$ cat src/rtl/riscv_pkg.sv
// rtl/riscv_pkg.sv - shared RV32I constants for the front-end
package riscv_pkg;
    localparam int          XLEN       = 32;
    localparam int          INSN_BYTES = 4;
    localparam logic [31:0] NOP_INSN   = 32'h0000_0013;
endpackage

$ cat src/rtl/fetch_fifo.sv
// rtl/fetch_fifo.sv - synchronous prefetch FIFO with flush and simultaneous push/pop at full
module fetch_fifo #(
    parameter int WIDTH = 64,
    parameter int DEPTH = 4
) (
    input  logic                       clk,
    input  logic                       reset,
    input  logic                       push,
    input  logic [WIDTH-1:0]           push_data,
    input  logic                       pop,
    input  logic                       flush,
    output logic [$clog2(DEPTH+1)-1:0] count,
    output logic [WIDTH-1:0]           head
);
    localparam int PTR_W = $clog2(DEPTH);
    localparam int CNT_W = $clog2(DEPTH+1);

    logic [WIDTH-1:0] mem [DEPTH];
    logic [PTR_W-1:0] rd_ptr;
    logic [PTR_W-1:0] wr_ptr;
    logic             full;
    logic             do_pop;
    logic             do_push;

    assign full    = (count == CNT_W'(DEPTH));
    assign do_pop  = pop & !flush & (count != '0);
    // A pop in the same cycle frees the slot the push lands in.
    assign do_push = push & !flush & (!full | do_pop);
    assign head    = mem[rd_ptr];

    always_ff @(posedge clk or posedge reset) begin
        if (reset) begin
            rd_ptr <= '0;
            wr_ptr <= '0;
            count  <= '0;
        end else if (flush) begin
            rd_ptr <= '0;
            wr_ptr <= '0;
            count  <= '0;
        end else begin
            if (do_push) wr_ptr <= wr_ptr + PTR_W'(1);
            if (do_pop)  rd_ptr <= rd_ptr + PTR_W'(1);
            count <= count + CNT_W'(do_push) - CNT_W'(do_pop);
        end
    end

    always_ff @(posedge clk) begin
        if (do_push) mem[wr_ptr] <= push_data;
    end
endmodule

$ cat src/rtl/ifetch_prefetch_unit.sv
// rtl/ifetch_prefetch_unit.sv - sequential instruction prefetcher with redirect flush
module ifetch_prefetch_unit #(
    parameter int              XLEN            = riscv_pkg::XLEN,
    parameter int              FIFO_DEPTH      = 4,
    parameter int              MAX_OUTSTANDING = 2,
    parameter logic [XLEN-1:0] RESET_PC        = '0
) (
    input  logic            clk,
    input  logic            reset,
    input  logic            redirect_valid,
    input  logic [XLEN-1:0] redirect_pc,
    output logic            mem_req_valid,
    input  logic            mem_req_ready,
    output logic [XLEN-1:0] mem_req_addr,
    input  logic            mem_rsp_valid,
    input  logic [31:0]     mem_rsp_data,
    output logic            inst_valid,
    input  logic            inst_ready,
    output logic [XLEN-1:0] inst_pc,
    output logic [31:0]     inst_data
);
    import riscv_pkg::*;

    localparam int              CNT_W   = $clog2(FIFO_DEPTH+1);
    localparam logic [XLEN-1:0] STEP    = XLEN'(INSN_BYTES);
    localparam logic [CNT_W-1:0] DEPTH_C = CNT_W'(FIFO_DEPTH);
    localparam logic [CNT_W-1:0] MAX_C   = CNT_W'(MAX_OUTSTANDING);

    logic [XLEN-1:0]    fetch_pc;
    logic [XLEN-1:0]    rsp_pc;
    logic [CNT_W-1:0]   outstanding;
    logic [CNT_W-1:0]   drop_cnt;
    logic [CNT_W-1:0]   fifo_count;
    logic [CNT_W-1:0]   credit_used;
    logic [XLEN+31:0]   fifo_head;
    logic [XLEN-1:0]    head_pc;
    logic [31:0]        head_data;
    logic [XLEN-1:0]    target_pc;
    logic               req_fire;
    logic               rsp_keep;
    logic               pop;

    // Outstanding requests reserve FIFO slots, so a returning word always fits.
    assign credit_used   = outstanding + fifo_count;
    assign mem_req_valid = !reset && !redirect_valid && (outstanding < MAX_C) && (credit_used < DEPTH_C);
    assign mem_req_addr  = fetch_pc;
    assign req_fire      = mem_req_valid & mem_req_ready;
    assign rsp_keep      = mem_rsp_valid & (drop_cnt == '0) & !redirect_valid;
    assign target_pc     = redirect_pc & ~(STEP - XLEN'(1));

    assign inst_valid    = (fifo_count != '0);
    assign pop           = inst_valid & inst_ready & !redirect_valid;
    assign {head_pc, head_data} = fifo_head;
    assign inst_pc       = head_pc;
    assign inst_data     = inst_valid ? head_data : NOP_INSN;

    fetch_fifo #(
        .WIDTH (XLEN + 32),
        .DEPTH (FIFO_DEPTH)
    ) u_fifo (
        .clk       (clk),
        .reset     (reset),
        .push      (rsp_keep),
        .push_data ({rsp_pc, mem_rsp_data}),
        .pop       (pop),
        .flush     (redirect_valid),
        .count     (fifo_count),
        .head      (fifo_head)
    );

    always_ff @(posedge clk or posedge reset) begin
        if (reset) begin
            fetch_pc    <= RESET_PC;
            rsp_pc      <= RESET_PC;
            outstanding <= '0;
            drop_cnt    <= '0;
        end else begin
            outstanding <= outstanding + CNT_W'(req_fire) - CNT_W'(mem_rsp_valid);
            if (redirect_valid) begin
                fetch_pc <= target_pc;
                rsp_pc   <= target_pc;
                // Everything still in flight belongs to the abandoned path.
                drop_cnt <= outstanding - CNT_W'(mem_rsp_valid);
            end else begin
                if (req_fire) fetch_pc <= fetch_pc + STEP;
                if (rsp_keep) rsp_pc   <= rsp_pc + STEP;
                if (mem_rsp_valid && drop_cnt != '0) drop_cnt <= drop_cnt - CNT_W'(1);
            end
        end
    end
endmodule

$ cat config.mk
export PLATFORM = sky130hd
export DESIGN_NAME = ifetch_prefetch_unit
export DESIGN_NICKNAME = d
export VERILOG_FILES = /design/src/rtl/riscv_pkg.sv /design/src/rtl/fetch_fifo.sv /design/src/rtl/ifetch_prefetch_unit.sv
export SDC_FILE = /design/constraint.sdc
export NUM_CORES = 1
export LEC_CHECK = 0
export CAP_MARGIN = 20
export CORE_ASPECT_RATIO = 0.7
export CORE_MARGIN = 5
export CORE_UTILIZATION = 55
export DETAILED_ROUTE_END_ITERATION = 12
export PLACE_DENSITY = 0.83
export SETUP_SLACK_MARGIN = 0.5
export SLEW_MARGIN = 20
export SYNTH_ARGS = -nofsm -noshare
export SYNTH_HDL_FRONTEND = slang
export SYNTH_SLANG_ARGS = --single-unit
$ cat constraint.sdc
create_clock -name clk -period 9.7 [get_ports clk]
set_input_delay 1.94 -clock clk [delete_from_list [all_inputs] [get_ports clk]]
set_output_delay 1.94 -clock clk [all_outputs]
set_load 0.05 [all_outputs]
==> results by group <==
Setup path
  – CP max stage cell: dfrtp_4
  – CP cell instances: buf_4 > mux4_2 > or2_2 > clkdlybuf4s50_1
  – Critical path's top delay family: buffers and inverters
  – Slowest stage delay, CP: between 700 and 800 ps
  – Setup crit end kind: output port
  – WS Path Type: reg2out
  – CP Data Arrival Time: approximately 3600 ps
  – Sum of buffers and inverters on the critical path: 2
  – Crit start category: flop
  – Worst Path Required: a little under 8000 ps
  – Worst Path Max Fanout: 40

Placement
  – DPL Wire Length: approximately 18,000 µm
  – IO Port Bufs: roughly 160
  – Final Wtd Congestion: 0.851
  – DP Area: roughly 15,000 µm²
  – Placed Cells: 1,288
  – Pre-CTS WS: 3760 ps

Logic synthesis
  – Synth Area per Inst: between 15 and 20 µm²
  – Cell variety after synth: 56
  – Synth Warn #: 0
  – Sequential fraction of the synthesis area: between 60% and 70%
  – Post-synth ARST share: ~23%
  – Post-Synthesis Cell Area: roughly 13,000 µm²
  – Dominant register cell in the synthesized netlist: edfxtp_1
  – Post-synth EDFFs: roughly 250
  – #FFs+latches synth: approximately 320
  – Synthesized instance count: between 800 and 900

Routing
  – Routed wire length: 28,600 µm
  – DR vias: between 7,000 and 8,000
  – Routed vias/inst: slightly below 6
  – DRT iter0 DRCs: about 730
  – Antenna viol nets, final: 0
  – WL/cell: 21.3 µm
  – DR pass1 iterations: 5
  – DRC Markers: 0

Finish
  – Layout cells sized above 1: 14.6%
  – Nets: ~1,100
  – Post-route cell area: between 15,000 and 20,000 µm²
  – Most common cell after layout, fill and taps aside: edfxtp_1
  – Final Non-Filler Cells: roughly 1,300
  – Most frequent cells in the layout: edfxtp_1, clkdlybuf4s50_1, dfrtp_1
  – # diodes: 0
  – Post-layout util: between 60 and 70%
  – Area grow syn2layout: 21.2%

Outcome
  – Status: finished clean

Timing
  – Max Slew Vio Count: 0
  – Setup violators final: 0
  – Setup WS post-layout: 4120 ps
  – Skew final: about 28 ps
  – RSZ-0062 raised after global routing: false
  – Crit path time final: around 5600 ps
  – Total negative slack: 0 ps
  – Final Hold Vio Count: 0
  – Final Cycle Share: 57.6%
  – Hold_ws: 548 ps
  – Slew @ Worst Pin: 1100 ps
  – Max-slew headroom: 26.7%
  – Fmax: approximately 180 MHz

Clock tree
  – H-tree levels: 1
  – Clock sinks: between 300 and 400
  – CTS tree: built
  – Clock Tree Root: clkbuf_16
  – Post-CTS Hold Buffers: 0
  – CTS buffer count: 29
  – CTS Buffer Depth: 3
  – Clock-pin slew on the worst setup and hold paths: 70 ps
  – Postcts setup bufs: 0
  – Clk_lat worst skew: 550 ps
  – Post-CTS sizing: 0

Floorplan
  – Die width: approximately 200 µm
  – Row cnt: 47
  – Ports: approximately 170
  – Die Span Y: 141 µm
  – Core Area: ~24,000 µm²
  – Die ar.: around 28,000 µm²
  – Initial core utilization: a little under three fifths

Power and ir drop
  – Seq pwr share: between 40% and 50%
  – Internal: 2.69 mW
  – Combinational power share: between 30% and 40%
  – Clock share of power: a little over a quarter
  – Sw frac: between 30% and 40%
  – Cell Pwr Density: approximately 250 nW/µm²
  – Psw: about 1.4 mW
  – LEAKAGE: between 5 and 6 nW
  – VDD IR max: about 0.00018 V
  – Pwr Total: 4.09 mW

Global routing
  – Vias in the first global route: 8,013
  – First-pass GRT wire length: around 46,000 µm
  – Total track usage: 20.7%
  – Largest net degree at the start of global routing: between 70 and 80
  – Gr ovfl total: 0
  – Initial antenna violation count: 0

Worst hold path
  – Worst min path class: reg2reg

Flow run
  – Maxcap violations: 0
## cell usage after synthesis, drive strengths merged (5+ instances only)
cell type	n	area [µm²]
or2	6	37.5
nor2	20	77.6
nand4	18	119
dfrtp	73	1830
xnor2	27	236
o311ai	7	61.3
nand3	24	120
mux2	5	56.3
nand2	63	236
inv	31	116
nor3	23	115
clkbuf	21	78.8
o211ai	13	97.6
edfxtp	248	7450
and3	6	37.5
nor4	9	83.8
and2	34	213
buf	18	93.8
xor2	13	114
o21ai	48	240
ha	16	200
a21oi	9	45.0
or3	5	31.3
mux4	62	1400
and4	5	43.8
## registers in the layout, indices dropped and copies added, names as in the netlist
signal,cells
u_fifo.wr_ptr,2
drop_cnt,3
rsp_pc,30
u_fifo.rd_ptr,2
mem_req_addr,30
u_fifo.mem,248
u_fifo.count,3
outstanding,3
## kinds of logic (layout without fill, tap and decap cells)
| group | count (synthesis) | after routing | synth area share, % |
|---|---|---|---|
| AOI/OAI and AO/OA | 97 | 97 | 4.50 |
| xor gates and xnor gates | 40 | 40 | 2.60 |
| adders and majority gates | 18 | 18 | 1.79 |
| buffers and inverters | 72 | 253 | 2.20 |
| DFF | 321 | 321 | 68.9 |
| muxes | 69 | 69 | 10.9 |
| other | 1 | 4 | 0.0279 |
| and+or+nand+nor | 223 | 223 | 9.01 |
## routing by layer
metal	global-route usage [%]	vias to the layer above	wire length, µm
li1	-	3566	-
met1	32.2	4041	12700
met2	31.6	293	13500
met3	3.72	37	1940
met4	3.76	0	483
met5	0	-	0
## worst reg2reg max path, stage by stage, from the launching register on
cell	delay, ps
dfrtp_1	450
ha_1	300
a31oi_1	270
xor2_1	370
nor2_2	770
clkinv_1	810
ha_1	550
inv_1	40
ha_1	180
fa_1	380
xnor2_1	140
## layout make-up
class | instances | area (µm²)
tap | 318 | 398
inverter | 33 | 124
clock buffer | 35 | 832
sequential | 321 | 9280
fill | 1607 | 7560
clock inverter | 19 | 108
timing repair buffer | 166 | 1660
multi-input combinational | 451 | 3910
## final timing paths
| kind | slack, ps | depth (start not counted) | endpoint | startpoint |
|---|---|---|---|---|
| max | 4120 | 4 | inst_data[0] | u_fifo.rd_ptr[0] |
| min reg2reg | 550 | 1 | outstanding[0] | outstanding[0] |
| min in group asynchronous | 2030 | 3 | outstanding[2] | reset |
| max reg2reg | 5320 | 10 | outstanding[2] | u_fifo.count[1] |
| max in group asynchronous | 6950 | 3 | u_fifo.rd_ptr[0] | reset |
| min | 550 | 1 | outstanding[0] | outstanding[0] |
## power groups by stage
stage	logic [mW]	clock network, mW	registers, mW
4_1_cts	1.29	1.13	1.68
5_1_grt	1.37	1.19	1.70
3_5_place_dp	1.29	0	1.71
2_1_floorplan	0.877	0	1.70
6_report	1.30	1.11	1.68
3_3_place_gp	1.27	0	1.70
No activity file was read; power rests on OpenSTA's default activity.
